[config.mk]
export PLATFORM = sky130hd
export DESIGN_NAME = data_memory_access_unit
export DESIGN_NICKNAME = d
export VERILOG_FILES = /design/src/rtl/data_memory_access_unit.sv
export SDC_FILE = /design/constraint.sdc
export NUM_CORES = 1
export LEC_CHECK = 0
export ABC_AREA = 1
export CORE_MARGIN = 1
export CORE_UTILIZATION = 44
export DETAILED_ROUTE_END_ITERATION = 10
export PLACE_DENSITY = 0.81
export SKIP_LAST_GASP = 1
export SYNTH_ARGS = -nofsm -noshare
export SYNTH_HDL_FRONTEND = slang
export SYNTH_SLANG_ARGS = --single-unit
[constraint.sdc]
create_clock -name CLK -period 3.5 [get_ports CLK]
set_clock_uncertainty 0.1 [all_clocks]
set_input_delay 0.875 -clock CLK [delete_from_list [all_inputs] [get_ports CLK]]
set_output_delay 0.875 -clock CLK [all_outputs]
set_load 0.1 [all_outputs]
[src/rtl/data_memory_access_unit.sv]
// Memory-stage data access engine: req/ack handshake to a variable-latency data memory,
// pipeline stall generation, misalignment and bus-timeout detection with sticky error flags.
module data_memory_access_unit #(
  parameter int                    DATA_WIDTH     = 32,
  parameter int                    ADDR_WIDTH     = 32,
  parameter int                    TIMEOUT_CYCLES = 16,
  parameter logic [DATA_WIDTH-1:0] TIMEOUT_DATA   = 32'hFFFFFFFF
) (
  input  logic                  CLK,
  input  logic                  RST,
  input  logic                  MemReadM,
  input  logic                  MemWriteM,
  input  logic [ADDR_WIDTH-1:0] ALUOutM,
  input  logic [DATA_WIDTH-1:0] WriteDataM,
  output logic [DATA_WIDTH-1:0] ReadDataM,
  output logic                  StallM,
  output logic                  mem_req,
  output logic                  mem_we,
  output logic [ADDR_WIDTH-1:0] mem_addr,
  output logic [DATA_WIDTH-1:0] mem_wdata,
  input  logic [DATA_WIDTH-1:0] mem_rdata,
  input  logic                  mem_ack,
  input  logic                  ErrClr,
  output logic                  BusErr,
  output logic                  MisalignErr
);

  localparam int CNT_W = (TIMEOUT_CYCLES > 2) ? $clog2(TIMEOUT_CYCLES) : 1;

  localparam logic [1:0] IDLE = 2'd0;
  localparam logic [1:0] WAIT = 2'd1;
  localparam logic [1:0] DONE = 2'd2;

  logic [1:0]            state_q, state_d;
  logic [CNT_W-1:0]      cnt_q, cnt_d;
  logic [DATA_WIDTH-1:0] rdata_q, rdata_d;
  logic                  req_q, req_d;
  logic                  we_q, we_d;
  logic [ADDR_WIDTH-1:0] addr_q, addr_d;
  logic [DATA_WIDTH-1:0] wdata_q, wdata_d;
  logic                  bus_err_q, bus_err_d;
  logic                  mis_err_q, mis_err_d;

  logic acc;
  logic aligned;
  logic set_bus;
  logic set_mis;

  assign acc     = MemReadM | MemWriteM;
  assign aligned = (ALUOutM[1:0] == 2'b00);

  always_comb begin
    state_d = state_q;
    cnt_d   = cnt_q;
    rdata_d = rdata_q;
    req_d   = req_q;
    we_d    = we_q;
    addr_d  = addr_q;
    wdata_d = wdata_q;
    set_bus = 1'b0;
    set_mis = 1'b0;
    StallM  = 1'b0;
    case (state_q)
      IDLE: begin
        StallM = acc & aligned;
        if (acc && aligned) begin
          state_d = WAIT;
          req_d   = 1'b1;
          we_d    = MemWriteM;
          addr_d  = ALUOutM;
          wdata_d = WriteDataM;
        end else if (acc) begin
          set_mis = 1'b1;
        end
      end
      WAIT: begin
        StallM = 1'b1;
        cnt_d  = cnt_q + 1'b1;
        if (mem_ack) begin
          state_d = DONE;
          req_d   = 1'b0;
          if (!we_q) rdata_d = mem_rdata;
        end else if (cnt_q == CNT_W'(TIMEOUT_CYCLES - 1)) begin
          state_d = DONE;
          req_d   = 1'b0;
          set_bus = 1'b1;
          if (!we_q) rdata_d = TIMEOUT_DATA;
        end
      end
      DONE: begin
        cnt_d   = '0;
        state_d = IDLE;
      end
      default: begin
        state_d = IDLE;
        cnt_d   = '0;
        req_d   = 1'b0;
      end
    endcase
    // A new error event wins over a simultaneous clear.
    bus_err_d = set_bus | (bus_err_q & ~ErrClr);
    mis_err_d = set_mis | (mis_err_q & ~ErrClr);
  end

  always_ff @(posedge CLK) begin
    if (RST) begin
      state_q   <= IDLE;
      cnt_q     <= '0;
      rdata_q   <= '0;
      req_q     <= 1'b0;
      we_q      <= 1'b0;
      addr_q    <= '0;
      wdata_q   <= '0;
      bus_err_q <= 1'b0;
      mis_err_q <= 1'b0;
    end else begin
      state_q   <= state_d;
      cnt_q     <= cnt_d;
      rdata_q   <= rdata_d;
      req_q     <= req_d;
      we_q      <= we_d;
      addr_q    <= addr_d;
      wdata_q   <= wdata_d;
      bus_err_q <= bus_err_d;
      mis_err_q <= mis_err_d;
    end
  end

  assign ReadDataM   = rdata_q;
  assign mem_req     = req_q;
  assign mem_we      = we_q;
  assign mem_addr    = addr_q;
  assign mem_wdata   = wdata_q;
  assign BusErr      = bus_err_q;
  assign MisalignErr = mis_err_q;

endmodule

==> impl_metrics.json <==
{
  "register_area_um2": 2120,
  "p_int_mw": 1.90,
  "synthDominantCellAreaShare": 0.458,
  "insertion_delay_ns": 0.38,
  "synth_top_cell_by_area": "dfxtp_1",
  "wl_per_cell_um": 11.8,
  "vias": 4531,
  "hold_buffers": 0,
  "crit_path_cell_trace": "clkdlybuf4s50_1 -> or2_1 -> nand3_4 -> o21ai_1 -> buf_12",
  "drt-pass1-iter-count": 6,
  "switchingPower_mw": 1.14,
  "place_area_um2": 6410,
  "pin_count": 203,
  "pwr-share-clk": 0.257,
  "grt_pass1_wl_um": 19400,
  "p_total_mw": 3.04,
  "synth-adder-area-share": 0.00270,
  "avgViaCountPerCell": 4.57,
  "multi_input_area_um2": 1770,
  "synth.most_common_cell": "nand2_1",
  "syn-cell-area_um2": 4630,
  "grt_pass1_vias": 4278,
  "io_buffers": 202,
  "slew_viol_final": 0,
  "routed_wl_um": 11700,
  "fin_util": 0.644,
  "status": "complete, no violations",
  "cts_sinks": 106,
  "layout_setup_ws_ns": 0.527,
  "post-route-min-period_ns": 2.97,
  "antenna_found_initial": 0,
  "fin_crit_sh": 0.849,
  "drt_first_iter_violations": 267,
  "synth_cell_types": 23,
  "synth-edff-count": 0,
  "globalplace.congestion": 0.798,
  "ys_seq_area_frac": 0.458,
  "slowest_stage": "clkdlybuf4s50_1",
  "comb_power_share": 0.312,
  "syn_nets": 774,
  "arrival_ns": 2.00,
  "fmax_mhz": 336,
  "synth-compound-area-share": 0.0681,
  "dp_cells": 976,
  "antenna_left": 0,
  "grt_overflow": 0,
  "final_area_um2": 6620,
  "synthSimpleGateAreaFrac": 0.311,
  "max_cap_violations": 0,
  "path_max_fanout": 2,
  "required_ns": 2.52,
  "drc_errors": 0,
  "yosys-top-cells-count": "171 x nand2_1, 134 x inv_1, 134 x nor2_1",
  "seqPwrFrac": 0.431,
  "synth.avg_cell_area_um2": 6.90,
  "ir_drop_mv": 0.223,
  "holdWs_ns": 0.355,
  "clockBufferDepth": 2,
  "die_x_um": 105,
  "async_flop_share": 0,
  "h-tree-depth": 3,
  "drive_above_1_share": 0.183,
  "die-area_um2": 10900,
  "cts_setup_buffers": 0,
  "path_buf_inv": 2,
  "synth_xor_area_frac": 0,
  "swShare": 0.375,
  "antenna_cells": 0,
  "grt_usage": 0.217,
  "synthFlopType": "dfxtp_1",
  "place_ws_ns": 0.526,
  "slew_headroom": 0.340,
  "rows": 37,
  "tightest_slew_ns": 0.984,
  "min_path_type": "reg2reg",
  "clockRootBuffer": "clkbuf_8",
  "muxShareOfSynthArea": 0,
  "critPathMaxStageDelay_ns": 0.48,
  "finalSetupViolations": 0,
  "dpl.hpwl_um": 8310,
  "nets": 954,
  "grt_max_degree": 131,
  "power_density_nw_per_um2": 459,
  "cts_resized": 0,
  "worstSetupPathType": "in2out",
  "start_util": 0.451,
  "fin_setup_tns_ns": 0,
  "synth_area_leaders": "dfxtp_1 46%, nand2_1 14%, inv_1 11%, nor2_1 11%, a21oi_2 5.7%",
  "nFillCells": 899,
  "p_leak_nw": 3.35,
  "syn_inst": 671,
  "fin_cells": 992,
  "fp.coreArea_um2": 10300,
  "ys_ff_latch": 106,
  "worstSetupStartpointType": "input port",
  "numCtsBuffers": 9,
  "cts_tree": "yes",
  "end_kind": "primary output",
  "synth_top_family_by_area": "simple AND/OR/NAND/NOR gates",
  "synth.yosys.warnings": 0,
  "clk_pin_slew_worst_paths_ns": 0.09,
  "syn2layout_area_growth_pct": 42.9,
  "crit_family": "buffers and inverters",
  "die_y_um": 105,
  "rsz0062_at_grt": "no",
  "hold_violations": 0
}
-- flip-flops by register name, summed over array words and instances (netlist names) --
signal       cells
BusErr           1
MisalignErr      1
ReadDataM       32
cnt_q            4
mem_addr        32
mem_req          1
mem_wdata       32
mem_we           1
state_q          2
-- power by group through the flow --
stage          combinational, mW  sequential (mW)  clock (mW)
6_report                   0.949             1.31       0.780
5_1_grt                     1.00             1.32       0.857
4_1_cts                    0.952             1.31       0.804
3_5_place_dp               0.950             1.34           0
3_3_place_gp               0.937             1.33           0
2_1_floorplan              0.219             1.81           0
-- tightest hold or removal path: stages, from the launching register on --
cell,delay (ns)
dfxtp_1,0.32
inv_1,0.06
a21oi_2,0.04
-- metal layers --
metal  track usage  vias up  share of wire
li1              -     2330              -
met1         0.261     2012           0.43
met2         0.354      165           0.46
met3        0.0699       24          0.090
met4        0.0936        0          0.024
met5             0        -              0
-- cell usage in the layout, fill, tap and decap left out, drive strengths merged, types with 8 or more instances in the layout --
master	n
clkbuf	12
clkdlybuf4s50	101
dfxtp	106
nand4	32
nand2	171
a21oi	38
nor2	136
buf	106
nand3	8
inv	136
-- kinds of logic after synthesis --
| logic type | count (synthesis) |
|---|---|
| DFF | 106 |
| and+or+nand+nor | 349 |
| buffers and inverters | 175 |
| adders and majority gates | 1 |
| AOI/OAI and AO/OA | 40 |
-- path summary, 6_finish.rpt --
check,from,to,slack (ns),cells after the start
worst max-delay path,MemWriteM,StallM,0.53,5
worst min-delay path,ReadDataM[1],ReadDataM[1],0.35,2
worst max register to register,mem_we,ReadDataM[29],1.07,3
worst min register to register,ReadDataM[1],ReadDataM[1],0.35,2
-- area by class of cell --
class                   count  share of cell area
flip-flops and latches    106               0.321
multi-input cells         390               0.268
clock buffers              12              0.0234
repair buffers            207               0.277
well taps                 136              0.0257
inverters                 137              0.0777
clock inverters             4             0.00756
Power figures use the tool's default switching activity.
